`config.mk`:
```
export PLATFORM = sky130hd
export DESIGN_NAME = result_sel_pipe
export DESIGN_NICKNAME = d
export VERILOG_FILES = /design/src/rtl/result_sel_pipe.sv
export SDC_FILE = /design/constraint.sdc
export NUM_CORES = 1
export LEC_CHECK = 0
export ABC_AREA = 1
export CELL_PAD_IN_SITES_DETAIL_PLACEMENT = 0
export CELL_PAD_IN_SITES_GLOBAL_PLACEMENT = 1
export CORE_UTILIZATION = 28
export CTS_CLUSTER_SIZE = 40
export DETAILED_ROUTE_END_ITERATION = 10
export PLACE_DENSITY = 0.95
export SETUP_SLACK_MARGIN = 0.4
export SYNTH_ARGS = -nofsm -noshare
export SYNTH_HDL_FRONTEND = slang
export SYNTH_SLANG_ARGS = --single-unit
```
`constraint.sdc`:
```
create_clock -name clk -period 3.86 [get_ports clk]
set_input_delay 1.158 -clock clk [delete_from_list [all_inputs] [get_ports clk]]
set_output_delay 1.158 -clock clk [all_outputs]
set_load 0.005 [all_outputs]
```
`src/rtl/result_sel_pipe.sv`:
```
// result_sel_pipe: registered N_IN-way result selector with a two-entry
// skid buffer on a valid/ready interface. Both in_ready and out_* come
// straight from flops, so neither side sees a combinational path.
// Optional feature: define RESULT_SEL_PARITY_EN to add out_par, the even
// parity of out_data, which is stored with each entry.
module result_sel_pipe #(
    parameter int WIDTH = 32,
    parameter int N_IN  = 8,
    localparam int SEL_W = (N_IN > 1) ? $clog2(N_IN) : 1
) (
    input  logic                    clk,
    input  logic                    rst,
    input  logic                    in_valid,
    output logic                    in_ready,
    input  logic [N_IN*WIDTH-1:0]   data_in,
    input  logic [SEL_W-1:0]        sel,
    output logic                    out_valid,
    input  logic                    out_ready,
    output logic [WIDTH-1:0]        out_data,
    output logic [SEL_W-1:0]        out_sel,
    output logic                    out_err
`ifdef RESULT_SEL_PARITY_EN
    ,
    output logic                    out_par
`endif
);

    typedef enum logic [1:0] {ST_EMPTY, ST_ONE, ST_FULL} state_t;

    state_t             state_q, state_d;
    logic               in_ready_q, in_ready_d;
    logic [WIDTH-1:0]   main_data_q, main_data_d, skid_data_q, skid_data_d;
    logic [SEL_W-1:0]   main_sel_q, main_sel_d, skid_sel_q, skid_sel_d;
    logic               main_err_q, main_err_d, skid_err_q, skid_err_d;
`ifdef RESULT_SEL_PARITY_EN
    logic               main_par_q, main_par_d, skid_par_q, skid_par_d;
    logic               new_par;
`endif

    logic [WIDTH-1:0]   new_data;
    logic               new_err;
    logic               accept, drain;

    assign accept = in_valid & in_ready_q;
    assign drain  = (state_q != ST_EMPTY) & out_ready;

    // Resolve the selection; out-of-range codes yield zero data and an error flag.
    always_comb begin
        new_data = '0;
        for (int k = 0; k < N_IN; k++) begin
            if (sel == SEL_W'(k)) new_data = data_in[k*WIDTH +: WIDTH];
        end
        new_err = (32'(sel) >= 32'(N_IN));
`ifdef RESULT_SEL_PARITY_EN
        new_par = ^new_data;
`endif
    end

    // State and ready register; reset empties both entries.
    always_ff @(posedge clk or posedge rst) begin
        if (rst) begin
            state_q    <= ST_EMPTY;
            in_ready_q <= 1'b1;
        end else begin
            state_q    <= state_d;
            in_ready_q <= in_ready_d;
        end
    end

    // Next state: occupancy follows accept/drain; FULL can only drain.
    always_comb begin
        state_d = state_q;
        case (state_q)
            ST_EMPTY: if (accept) state_d = ST_ONE;
            ST_ONE: begin
                if (accept && !drain)      state_d = ST_FULL;
                else if (!accept && drain) state_d = ST_EMPTY;
            end
            ST_FULL:  if (drain) state_d = ST_ONE;
            default:  state_d = ST_EMPTY;
        endcase
        in_ready_d = (state_d != ST_FULL);
    end

    // Entry storage: main feeds the outputs, skid catches the overflow entry.
    always_comb begin
        main_data_d = main_data_q;
        main_sel_d  = main_sel_q;
        main_err_d  = main_err_q;
        skid_data_d = skid_data_q;
        skid_sel_d  = skid_sel_q;
        skid_err_d  = skid_err_q;
`ifdef RESULT_SEL_PARITY_EN
        main_par_d  = main_par_q;
        skid_par_d  = skid_par_q;
`endif
        if (state_q == ST_FULL && drain) begin
            main_data_d = skid_data_q;
            main_sel_d  = skid_sel_q;
            main_err_d  = skid_err_q;
`ifdef RESULT_SEL_PARITY_EN
            main_par_d  = skid_par_q;
`endif
        end else if (accept && (state_q == ST_EMPTY || drain)) begin
            main_data_d = new_data;
            main_sel_d  = sel;
            main_err_d  = new_err;
`ifdef RESULT_SEL_PARITY_EN
            main_par_d  = new_par;
`endif
        end else if (accept) begin
            skid_data_d = new_data;
            skid_sel_d  = sel;
            skid_err_d  = new_err;
`ifdef RESULT_SEL_PARITY_EN
            skid_par_d  = new_par;
`endif
        end
    end

    // Entry registers.
    always_ff @(posedge clk or posedge rst) begin
        if (rst) begin
            main_data_q <= '0;
            main_sel_q  <= '0;
            main_err_q  <= 1'b0;
            skid_data_q <= '0;
            skid_sel_q  <= '0;
            skid_err_q  <= 1'b0;
`ifdef RESULT_SEL_PARITY_EN
            main_par_q  <= 1'b0;
            skid_par_q  <= 1'b0;
`endif
        end else begin
            main_data_q <= main_data_d;
            main_sel_q  <= main_sel_d;
            main_err_q  <= main_err_d;
            skid_data_q <= skid_data_d;
            skid_sel_q  <= skid_sel_d;
            skid_err_q  <= skid_err_d;
`ifdef RESULT_SEL_PARITY_EN
            main_par_q  <= main_par_d;
            skid_par_q  <= skid_par_d;
`endif
        end
    end

    // Outputs come directly from registered state.
    always_comb begin
        out_valid = (state_q != ST_EMPTY);
        in_ready  = in_ready_q;
        out_data  = main_data_q;
        out_sel   = main_sel_q;
        out_err   = main_err_q;
`ifdef RESULT_SEL_PARITY_EN
        out_par   = main_par_q;
`endif
    end

endmodule

```
# Word level (Yosys, flattened, before mapping)
# Cells that the tools add are included.
# totals
ff_bits	74
word_cells	52
inputBits	263
out_inout_bits	38
# op_classes
n_reduce_logical	12
muxes	19
n_eq_ne	10
bitwise_logic	4
# ops
operator	count
32-bit 2-to-1 mux	10
3-bit equality test (second input constant)	4
2-bit 2-to-1 mux	4
3-bit by 2-bit equality test with 1-bit output (second input constant)	2
3-bit 2-to-1 mux	2
2-bit one-hot mux with 3 select lines	1
1-bit logical AND	4
2-bit nonzero test	2
3-bit by 1-bit equality test with 1-bit output (second input constant)	1
3-bit logical NOT	1
3-bit AND reduction	1
1-bit AND	2
2-bit by 1-bit equality test with 1-bit output (second input constant)	1
2-bit equality test (second input constant)	1
1-bit logical NOT	2
2-bit logical NOT	1
1-bit 2-to-1 mux	2
2-bit != test (second input constant)	1
1-bit NOT	2
1-bit logical OR	1

# Depth between registers and ports, before layout
# Gate-level depths: netlist of the first run.
# logic_depth
ltp_word	11
mapped_depth	12
depth_no_buf	11

# Least setup slack after synthesis of the first run
# No wires, ideal clock.
# synth_timing
path_type	input port to flip-flop
start	input port sel[1]
end	register main_data_q[21] (netlist: out_data[21])
path_buffers	2
arrival_ns	2.157
setup_slack_ns	1.586
setup_time_ns	0.117
stages	8
cell_sequence	buf_2 > nand3_2 > clkbuf_1 > or2_2 > nand2_1 > nand3_1 > nand2_1 > nand2_1
# synth_between
elab_chain_len	11
word_cells_on_any_way	18
classes_between	eq/ne (7); mux (10); reduce/logical (1)
# synth_lines
element	line_no	rtl
start, declared	16	input logic [SEL_W-1:0] sel,
3-bit logical NOT	51	if (sel == SEL_W'(k)) new_data = data_in[k*WIDTH +: WIDTH];
32-bit 2-to-1 mux (7 in series)	51	
32-bit 2-to-1 mux (*)	51	
32-bit 2-to-1 mux (*)	104	end else if (accept && (state_q == ST_EMPTY || drain)) begin
32-bit 2-to-1 mux (*)	97	if (state_q == ST_FULL && drain) begin
end signal, assigned	135	main_data_q <= main_data_d;
end, declared	32	logic [WIDTH-1:0] main_data_q, main_data_d, skid_data_q, skid_data_d;
# Mark *: on every way between the ends. The rest lies on a longest branch, timed or not. The select of a mux whose other input is x is not followed.
# A chain may end at the register's enable or synchronous reset.

# Final worst setup path of the first run
# layout_timing
start	input port sel[2]
end	register main_data_q[0] (netlist: out_data[0])
# Same word-level chain as after synthesis.

==> results_dict.tcl, run 1 <==
set metrics [dict create \
    status "finished, final reports clean" \
    dp.cells 1435 \
    synth_nets 1182 \
    fp.dieArea_mm2 0.02047 \
    fin_total_pwr_uw 3716 \
    die_w_um 143.1 \
    finalWorstSetupSlack_ns 0.8686 \
    pin_count 301 \
    finalWeightedCongestion 0.8723 \
    synthTopCellsByCount "nand2_1 (291), nor2_1 (169), nand4_1 (96)" \
    drt_pre_antenna_iters 6 \
    h-tree-depth 3 \
    postRouteAntennaNets 0 \
    fillers 1999 \
    grt_first_pass_wirelength_um 37530 \
    drcViolationCount 0 \
    power_density_mw_per_mm2 407.7 \
    maxSlewHeadroom 0.5868 \
    synth_top_area_share 0.3234 \
    netlist_area_mm2 0.005572 \
    multi_input_area_mm2 0.003204 \
    clock_latency_ns 0.33 \
    synth_xor_xnor_area_share 0 \
    setup_tns_ns 0 \
    synth_top_family_by_area "simple AND/OR/NAND/NOR gates" \
    num_vias 7079 \
    period_minus_slack_ns 2.991 \
    tritoncts "yes" \
    synth_fa_ha_area_frac 0 \
    path_class "in -> reg" \
    critPathArrivalTime_ns 3.22 \
    slew_viol_final 0 \
    synth.top_cells.by_area "dfrtp_1 (32%), nand2_1 (20%), nor2_1 (11%)" \
    nets 1444 \
    fin_cells 1451 \
    fmax_mhz 334.3 \
    yosysSeqAreaShare 0.3281 \
    fin_crit_sh 0.7750 \
    grt_max_degree 60 \
    max-vdd-ir-drop_mv 0.2137 \
    grt_usage 0.2442 \
    synth-compound-area-share 0.05075 \
    synth_flop_cell "dfrtp_1" \
    place_ws_ns 0.5109 \
    antennaDiodeCount 0 \
    drive_above_1_share 0.05987 \
    hp-class "reg -> reg" \
    ys_types 24 \
    synth-edff-count 0 \
    skew_ns 0.007121 \
    numCtsBuffers 9 \
    async_reset_ff_frac 1.000 \
    hold_viol 0 \
    cts_setup_buffers 0 \
    post_cts_resized 0 \
    first_iter_violations 516 \
    synth_area_leader_cell "dfrtp_1" \
    ctsLongestPathBuffers 2 \
    clk_pin_slew_ns 0.06 \
    drv_cap 0 \
    synthCells 919 \
    whs_ns 0.4779 \
    setup_violations 0 \
    holdPathStages 2 \
    area_delta_synth_final_pct 63.60 \
    fp-row-count 51 \
    syn_avg_cell_area_um2 6.063 \
    wl_per_cell_um 17.17 \
    cts_root_buf "clkbuf_16" \
    r2r_cells 7 \
    synth_mux_area_frac 0 \
    regArea_mm2 0.001828 \
    yosysMostFrequentCell "nand2_1" \
    grt_overflow 0 \
    core_mm2 0.01946 \
    ys_ff_latch 73 \
    cp-end-kind "register" \
    port_buffers 299 \
    initial_core_util 0.2863 \
    die_h_um 143.1 \
    cts.sinks 73 \
    worst-path-max-fanout 45 \
    cp-start-kind "input pin" \
    hold_buffers 0 \
    power.leakage_uw 0.004189 \
    grt_setup_unrepaired "false" \
    yosysWarnings 0 \
    synthSimpleGateAreaFrac 0.5188 \
    vias_per_cell 4.879 \
    worstMarginPinSlew_ns 0.6188 \
    antenna_found_initial 0 \
    wl_um 24920 \
    grt_pass1_vias 6756 \
    cp.required_ns 4.08 \
    dp_hpwl_um 19060 \
]
state kept, by name, indices dropped and copies added, names as in the netlist:
signal       flops
out_data        32
skid_data_q     32
out_sel          3
skid_sel_q       3
state_q          2
in_ready         1
layer usage:
layer  up-vias  global-route usage  wire length (µm)
met4         0             0.07357               548
met3        37             0.05869              2036
li1       3504                   -                 -
met1      3200              0.2811              9906
met2       338              0.4431             12430
met5         -                   0                 0
path summary, 6_finish.rpt:
| path | from | end | slack, ns |
|---|---|---|---|
| setup / recovery | sel[2] | out_data[0] | 0.87 |
| setup reg to reg | state_q[1] | skid_data_q[7] | 1.99 |
| max in group asynchronous | rst | skid_data_q[10] | 1.93 |
| min in group asynchronous | rst | out_data[27] | 1.22 |
| hold reg to reg | out_data[3] | out_data[3] | 0.48 |
| hold / removal | out_data[3] | out_data[3] | 0.48 |
logic make-up after synthesis:
group,after synthesis
compound gates,49
buf+inv,140
flops,73
other cells,1
simple gates,656
power by group:
part | switching [µW] | internal [µW]
combinational | 725 | 862
clock | 325 | 437
sequential | 231 | 1140
cells in the final DEF (no fill, tap or decap), drive strengths merged:
| master | count |
|---|---|
| a21oi | 12 |
| a221oi | 1 |
| a31oi | 27 |
| buf | 20 |
| clkbuf | 12 |
| clkdlybuf4s50 | 297 |
| clkinv | 4 |
| clkinvlp | 1 |
| conb | 1 |
| dfrtp | 72 |
| dfstp | 1 |
| inv | 73 |
| nand2 | 291 |
| nand3 | 68 |
| nand4 | 96 |
| nor2 | 169 |
| nor3 | 3 |
| o21ai | 9 |
| or2 | 29 |
layout make-up:
| class | instances | share of cell area |
|---|---|---|
| Timing Repair Buffer | 317 | 0.3517 |
| Multi-Input combinational cell | 706 | 0.3515 |
| Sequential cell | 73 | 0.2005 |
| Tap cell | 265 | 0.03638 |
| Inverter | 74 | 0.03061 |
| Clock buffer | 12 | 0.02594 |
| Clock inverter | 4 | 0.003294 |
critical path, stage by stage:
cell	delay, ns
clkdlybuf4s50_1	0.60
clkinv_2	0.24
buf_4	0.34
nand3_1	0.15
nand2_1	0.06
nor2_1	0.23
nand4_1	0.12
nand2_1	0.12
nand3_1	0.07
nand2_1	0.07
nand2_1	0.05
through the flow:
| stage | instance area, µm² | utilization |
|---|---|---|
| floorplan | 5572 | - |
| detailed placement | 8848 | 0.4546 |
| global placement | 8848 | 0.4546 |
| finish | 9115 | 0.4683 |
| CTS | 9115 | 0.4683 |
| global route | 9115 | 0.4683 |
No activity file was read; power rests on OpenSTA's default activity.
==> run 2: changes to the inputs <==
- CORE_UTILIZATION: 28 -> 26
- PLACE_DENSITY: 0.95 -> 0.92
- clock period: 3.86 -> 2.95 ns (I/O delays scaled with it)
==> results_dict.tcl, run 2 (synthesis results as in run 1) <==
set metrics [dict create \
    critPathArrivalTime_ns 2.62 \
    die_h_um 148.4 \
    drt_pre_antenna_iters 5 \
    r2r_cells 7 \
    area_delta_synth_final_pct 68.07 \
    p_seq_frac 0.339 \
    max-vdd-ir-drop_mv 0.3014 \
    wl_um 25730 \
    fmax_mhz 418.7 \
    hold_viol 0 \
    grt_busiest_layer "met2" \
    numCtsBuffers 9 \
    cp-start-kind "input pin" \
    fp-row-count 53 \
    pwr-share-clk 0.250 \
    antenna_found_initial 0 \
    final_common_cell "clkdlybuf4s50_1" \
    grt_util_met2 0.4169 \
    cts.sinks 73 \
    r2r-start "in_ready" \
    setup_tns_ns 0 \
    grt_util_met3 0.05092 \
    fillers 2148 \
    p_comb_frac 0.411 \
    tritoncts "yes" \
    grt_usage 0.2336 \
    fin_cells 1473 \
    grt_overflow 0 \
    power.internal_uw 3472 \
    power.leakage_uw 0.004299 \
    dp.cells 1456 \
    core_mm2 0.02102 \
    grt_setup_unrepaired "false" \
    wl_per_cell_um 17.47 \
    rrSetupSlack_ns 1.29 \
    dp_hpwl_um 19590 \
    cp.required_ns 3.18 \
    pin_count 301 \
    power_density_mw_per_mm2 554.2 \
    p_sw_uw 1717 \
    endpoint "out_data[2]" \
    grt_first_pass_wirelength_um 38780 \
    initial_core_util 0.2650 \
    skew_ns 0.007333 \
    num_vias 7128 \
    path_class "in -> reg" \
    die_w_um 148.4 \
    startpoint "sel[2]" \
    vias_per_cell 4.839 \
    worst-path-max-fanout 19 \
    cp-end-kind "register" \
    r2r-end "out_data[13]" \
    hp-class "reg -> reg" \
    period_minus_slack_ns 2.389 \
    fin_crit_sh 0.8097 \
    h-tree-depth 3 \
    setup_violations 0 \
    nets 1456 \
    postRouteAntennaNets 0 \
    first_iter_violations 376 \
    antennaDiodeCount 0 \
    clock_latency_ns 0.35 \
    drcViolationCount 0 \
    maxSlewHeadroom 0.5538 \
    fp.dieArea_mm2 0.02202 \
    layout_common_cells "clkdlybuf4s50_1 (297), nand2_1 (291), nor2_1 (167)" \
    hold_buffers 0 \
    grt_max_degree 65 \
    clk_pin_slew_ns 0.06 \
    drv_cap 0 \
    gr-usage-met1 0.2730 \
    ctsLongestPathBuffers 2 \
    status "finished, final reports clean" \
    grt_pass1_vias 6915 \
    drive_above_1_share 0.07095 \
    slew_viol_final 0 \
    worstMarginPinSlew_ns 0.6677 \
    swShare 0.3309 \
    finalWeightedCongestion 0.8850 \
    cts_root_buf "clkbuf_16" \
    port_buffers 299 \
]
## run 2: per-stage QoR
| step | power [µW] | hold slack (ns) | util | worst slack [ns] | instance area, µm² |
|---|---|---|---|---|---|
| final | 5189 | 0.4815 | 0.4455 | 0.5614 | 9364 |
| after floorplan | 2643 | 0.4534 | - | 0.9495 | 5575 |
| after CTS | 5252 | 0.4848 | 0.4438 | 0.5194 | 9329 |
| after detailed placement | 3934 | 0.4682 | 0.4274 | 0.1466 | 8985 |
| after global placement | 3898 | 0.4669 | 0.4274 | 0.1187 | 8985 |
| after global routing | 5540 | 0.5039 | 0.4455 | 0.4151 | 9364 |
## run 2: per-layer routing
layer | wire [µm] | vias to the layer above | share of wire
met4 | 759 | 0 | 0.030
met3 | 2224 | 44 | 0.086
met2 | 12650 | 350 | 0.49
met5 | 0 | - | 0
met1 | 10100 | 3203 | 0.39
li1 | - | 3531 | -
## run 2: worst max-delay path: stages
cell	delay [ns]
clkdlybuf4s50_1	0.46
buf_4	0.18
nand3_2	0.11
buf_4	0.25
inv_1	0.14
a21oi_1	0.22
nand4_1	0.14
nand2_1	0.09
nand2_1	0.05
nand2_1	0.06
nand2_1	0.05
## run 2: final cells by class
cell class,instances,area (µm²),share of cell area
Timing Repair Buffer,329,3354,0.3582
Multi-Input combinational cell,706,3209,0.3427
Sequential cell,73,1828,0.1952
Tap cell,275,344.1,0.03675
Inverter,74,284.0,0.03033
Clock buffer,10,229.0,0.02445
Clock inverter,6,115.1,0.01229
## run 2: how the worst min path moves through the flow
stage	slack [ns]	depth (start not counted)	to	start
3_5_place_dp	0.47	2	out_data[19]	out_data[19]
5_1_grt	0.50	2	out_data[2]	out_data[2]
2_1_floorplan	0.45	2	skid_sel_q[0]	skid_sel_q[0]
4_1_cts	0.48	2	out_data[19]	out_data[19]
6_report	0.48	2	out_data[3]	out_data[3]
3_3_place_gp	0.47	2	out_data[9]	out_data[9]
## run 2: power groups by stage
stage | combinational [µW] | clock, µW | sequential [µW]
floorplan | 904 | 0 | 1740
global placement | 2130 | 0 | 1770
detailed placement | 2160 | 0 | 1770
CTS | 2170 | 1320 | 1760
global route | 2360 | 1360 | 1820
finish | 2130 | 1290 | 1760
## run 2: timing repair
item                                    in CTS  in global routing
endpoints found under the setup margin       0                 14
buffers inserted                             0                  0
gates resized for setup                      0                  3
==> run 3: changes to the inputs <==
- CORE_UTILIZATION: 26 -> 23
- PLACE_DENSITY: 0.92 -> 0.87
- clock period: 2.95 -> 2.1 ns (I/O delays scaled with it)
==> results_dict.tcl, run 3 (synthesis results as in run 1) <==
set metrics [dict create \
    num_vias 7694 \
    first_iter_violations 590 \
    drt_pre_antenna_iters 5 \
    pwr-share-clk 0.207 \
    swShare 0.3557 \
    worst-path-max-fanout 7 \
    cp-end-kind "register" \
    power.internal_uw 4880 \
    layout_common_cells "clkdlybuf4s50_1 (258), nand2_1 (225), nor2_1 (148)" \
    core_mm2 0.02361 \
    fin_area_mm2 0.01134 \
    grt_max_degree 74 \
    finalWeightedCongestion 0.8481 \
    cts.sinks 73 \
    r2r-end "out_data[11]" \
    grt_setup_unrepaired "true" \
    endpoint "skid_data_q[23]" \
    period_minus_slack_ns 1.845 \
    fmax_mhz 542.0 \
    skew_ns 0.002921 \
    vias_per_cell 4.782 \
    cp-start-kind "input pin" \
    clock_latency_ns 0.34 \
    grt_overflow 0 \
    drive_above_1_share 0.2364 \
    path_class "in -> reg" \
    r2r_cells 10 \
    hold_viol 0 \
    wl_um 30490 \
    status "finished, final reports clean" \
    p_sw_uw 2694 \
    nets 1548 \
    antennaDiodeCount 0 \
    r2r-start "state_q[1]" \
    setup_violations 0 \
    area_delta_synth_final_pct 103.6 \
    fp-row-count 56 \
    startpoint "sel[0]" \
    wl_per_cell_um 18.95 \
    power_density_mw_per_mm2 667.7 \
    drcViolationCount 0 \
    clk_pin_slew_ns 0.06 \
    final_common_cell "clkdlybuf4s50_1" \
    hp-class "reg -> reg" \
    grt_usage 0.2406 \
    die_h_um 157.6 \
    postRouteAntennaNets 0 \
    port_buffers 299 \
    antenna_found_initial 2 \
    slew_viol_final 0 \
    pin_count 301 \
    die_w_um 157.6 \
    fp.dieArea_mm2 0.02485 \
    h-tree-depth 3 \
    p_seq_frac 0.325 \
    fillers 2309 \
    critPathArrivalTime_ns 2.10 \
    rrSetupSlack_ns 0.55 \
    numCtsBuffers 9 \
    drv_cap 0 \
    cp.required_ns 2.36 \
    fin_crit_sh 0.8786 \
    setup_tns_ns 0 \
    tritoncts "yes" \
    p_comb_frac 0.468 \
    initial_core_util 0.2360 \
    placed_area_mm2 0.009218 \
    grt_pass1_vias 7538 \
    ctsLongestPathBuffers 2 \
    power.leakage_uw 0.005339 \
    hold_buffers 0 \
    dp_hpwl_um 20100 \
    max-vdd-ir-drop_mv 0.3511 \
    grt_first_pass_wirelength_um 44100 \
    cts_root_buf "clkbuf_16" \
]
-- run 3: cell types whose count changed in the layout (fill, tap and decap cells not counted), sizes merged --
cell	change
buf	+87
clkdlybuf4s50	-39
dlygate4sd2	+34
bufbuf	+4
clkbuf	+3
bufinv	-2
clkdlybuf4s15	+2
clkinv	+2
clkinvlp	+2
inv	-2
nor2	+1
-- run 3: layer usage --
metal  vias up  share of wire  global-route usage
li1       3739              -                   -
met2       331           0.49              0.4288
met4         2          0.023             0.05871
met5         -        0.00056                   0
met3        44          0.082             0.06871
met1      3578           0.40              0.2812
-- run 3: cell type report --
class / instances / area, µm² / share of cell area
clock buffer: 10 / 229.0 / 0.02019
clock inverter: 6 / 66.31 / 0.005847
inverter: 74 / 319.1 / 0.02813
multi-input combinational: 707 / 3750 / 0.3306
sequential: 73 / 1828 / 0.1612
tap: 319 / 399.1 / 0.03519
timing repair buffer: 420 / 4751 / 0.4189
-- run 3: how the worst min path moves through the flow --
| stage | cells past startpoint | start | slack [ns] | to |
|---|---|---|---|---|
| 6_report | 2 | out_data[15] | 0.47 | out_data[15] |
| 5_1_grt | 2 | out_data[17] | 0.49 | out_data[17] |
| 4_1_cts | 2 | out_data[17] | 0.47 | out_data[17] |
| 3_5_place_dp | 2 | out_data[15] | 0.46 | out_data[15] |
| 3_3_place_gp | 2 | out_data[27] | 0.46 | out_data[27] |
| 2_1_floorplan | 2 | skid_sel_q[0] | 0.45 | skid_sel_q[0] |
-- run 3: timing repair --
| action | CTS | global route |
|---|---|---|
| buffers inserted | 43 | 14 |
| cloned | 18 | 2 |
| gates resized for setup | 218 | 81 |
| setup endpoints to repair | 107 | 70 |
| pin swaps | 93 | 83 |
-- run 3: power groups by stage --
stage               sequential [µW]  combinational [µW]  clock [µW]
floorplan                      2440                1270           0
global placement               2460                3070           0
detailed placement             2480                3100           0
CTS                            2450                3380        1590
global route                   2550                3880        1660
finish                         2460                3540        1570
-- run 3: worst max-delay path, cell delays in order --
cell     delay [ns]
buf_12         0.10
buf_12         0.12
buf_12         0.13
buf_6          0.11
nor3_4         0.15
buf_6          0.15
buf_12         0.10
buf_12         0.13
nand2_2        0.05
nand4_1        0.16
nand2_2        0.11
a31oi_1        0.14
-- run 3: metrics by stage --
stage | total power, µW | worst slack [ns] | utilization | instances | hold slack, ns
2_1_floorplan | 3714 | 0.4000 | - | 919 | 0.4534
3_3_place_gp | 5529 | -0.4586 | 0.3904 | 1516 | 0.4644
3_5_place_dp | 5576 | -0.4780 | 0.3904 | 1516 | 0.4641
4_1_cts | 7425 | 0.2890 | 0.4603 | 1593 | 0.4684
5_1_grt | 8091 | 0.2069 | 0.4803 | 1609 | 0.4876
6_report | 7574 | 0.2549 | 0.4803 | 1609 | 0.4711
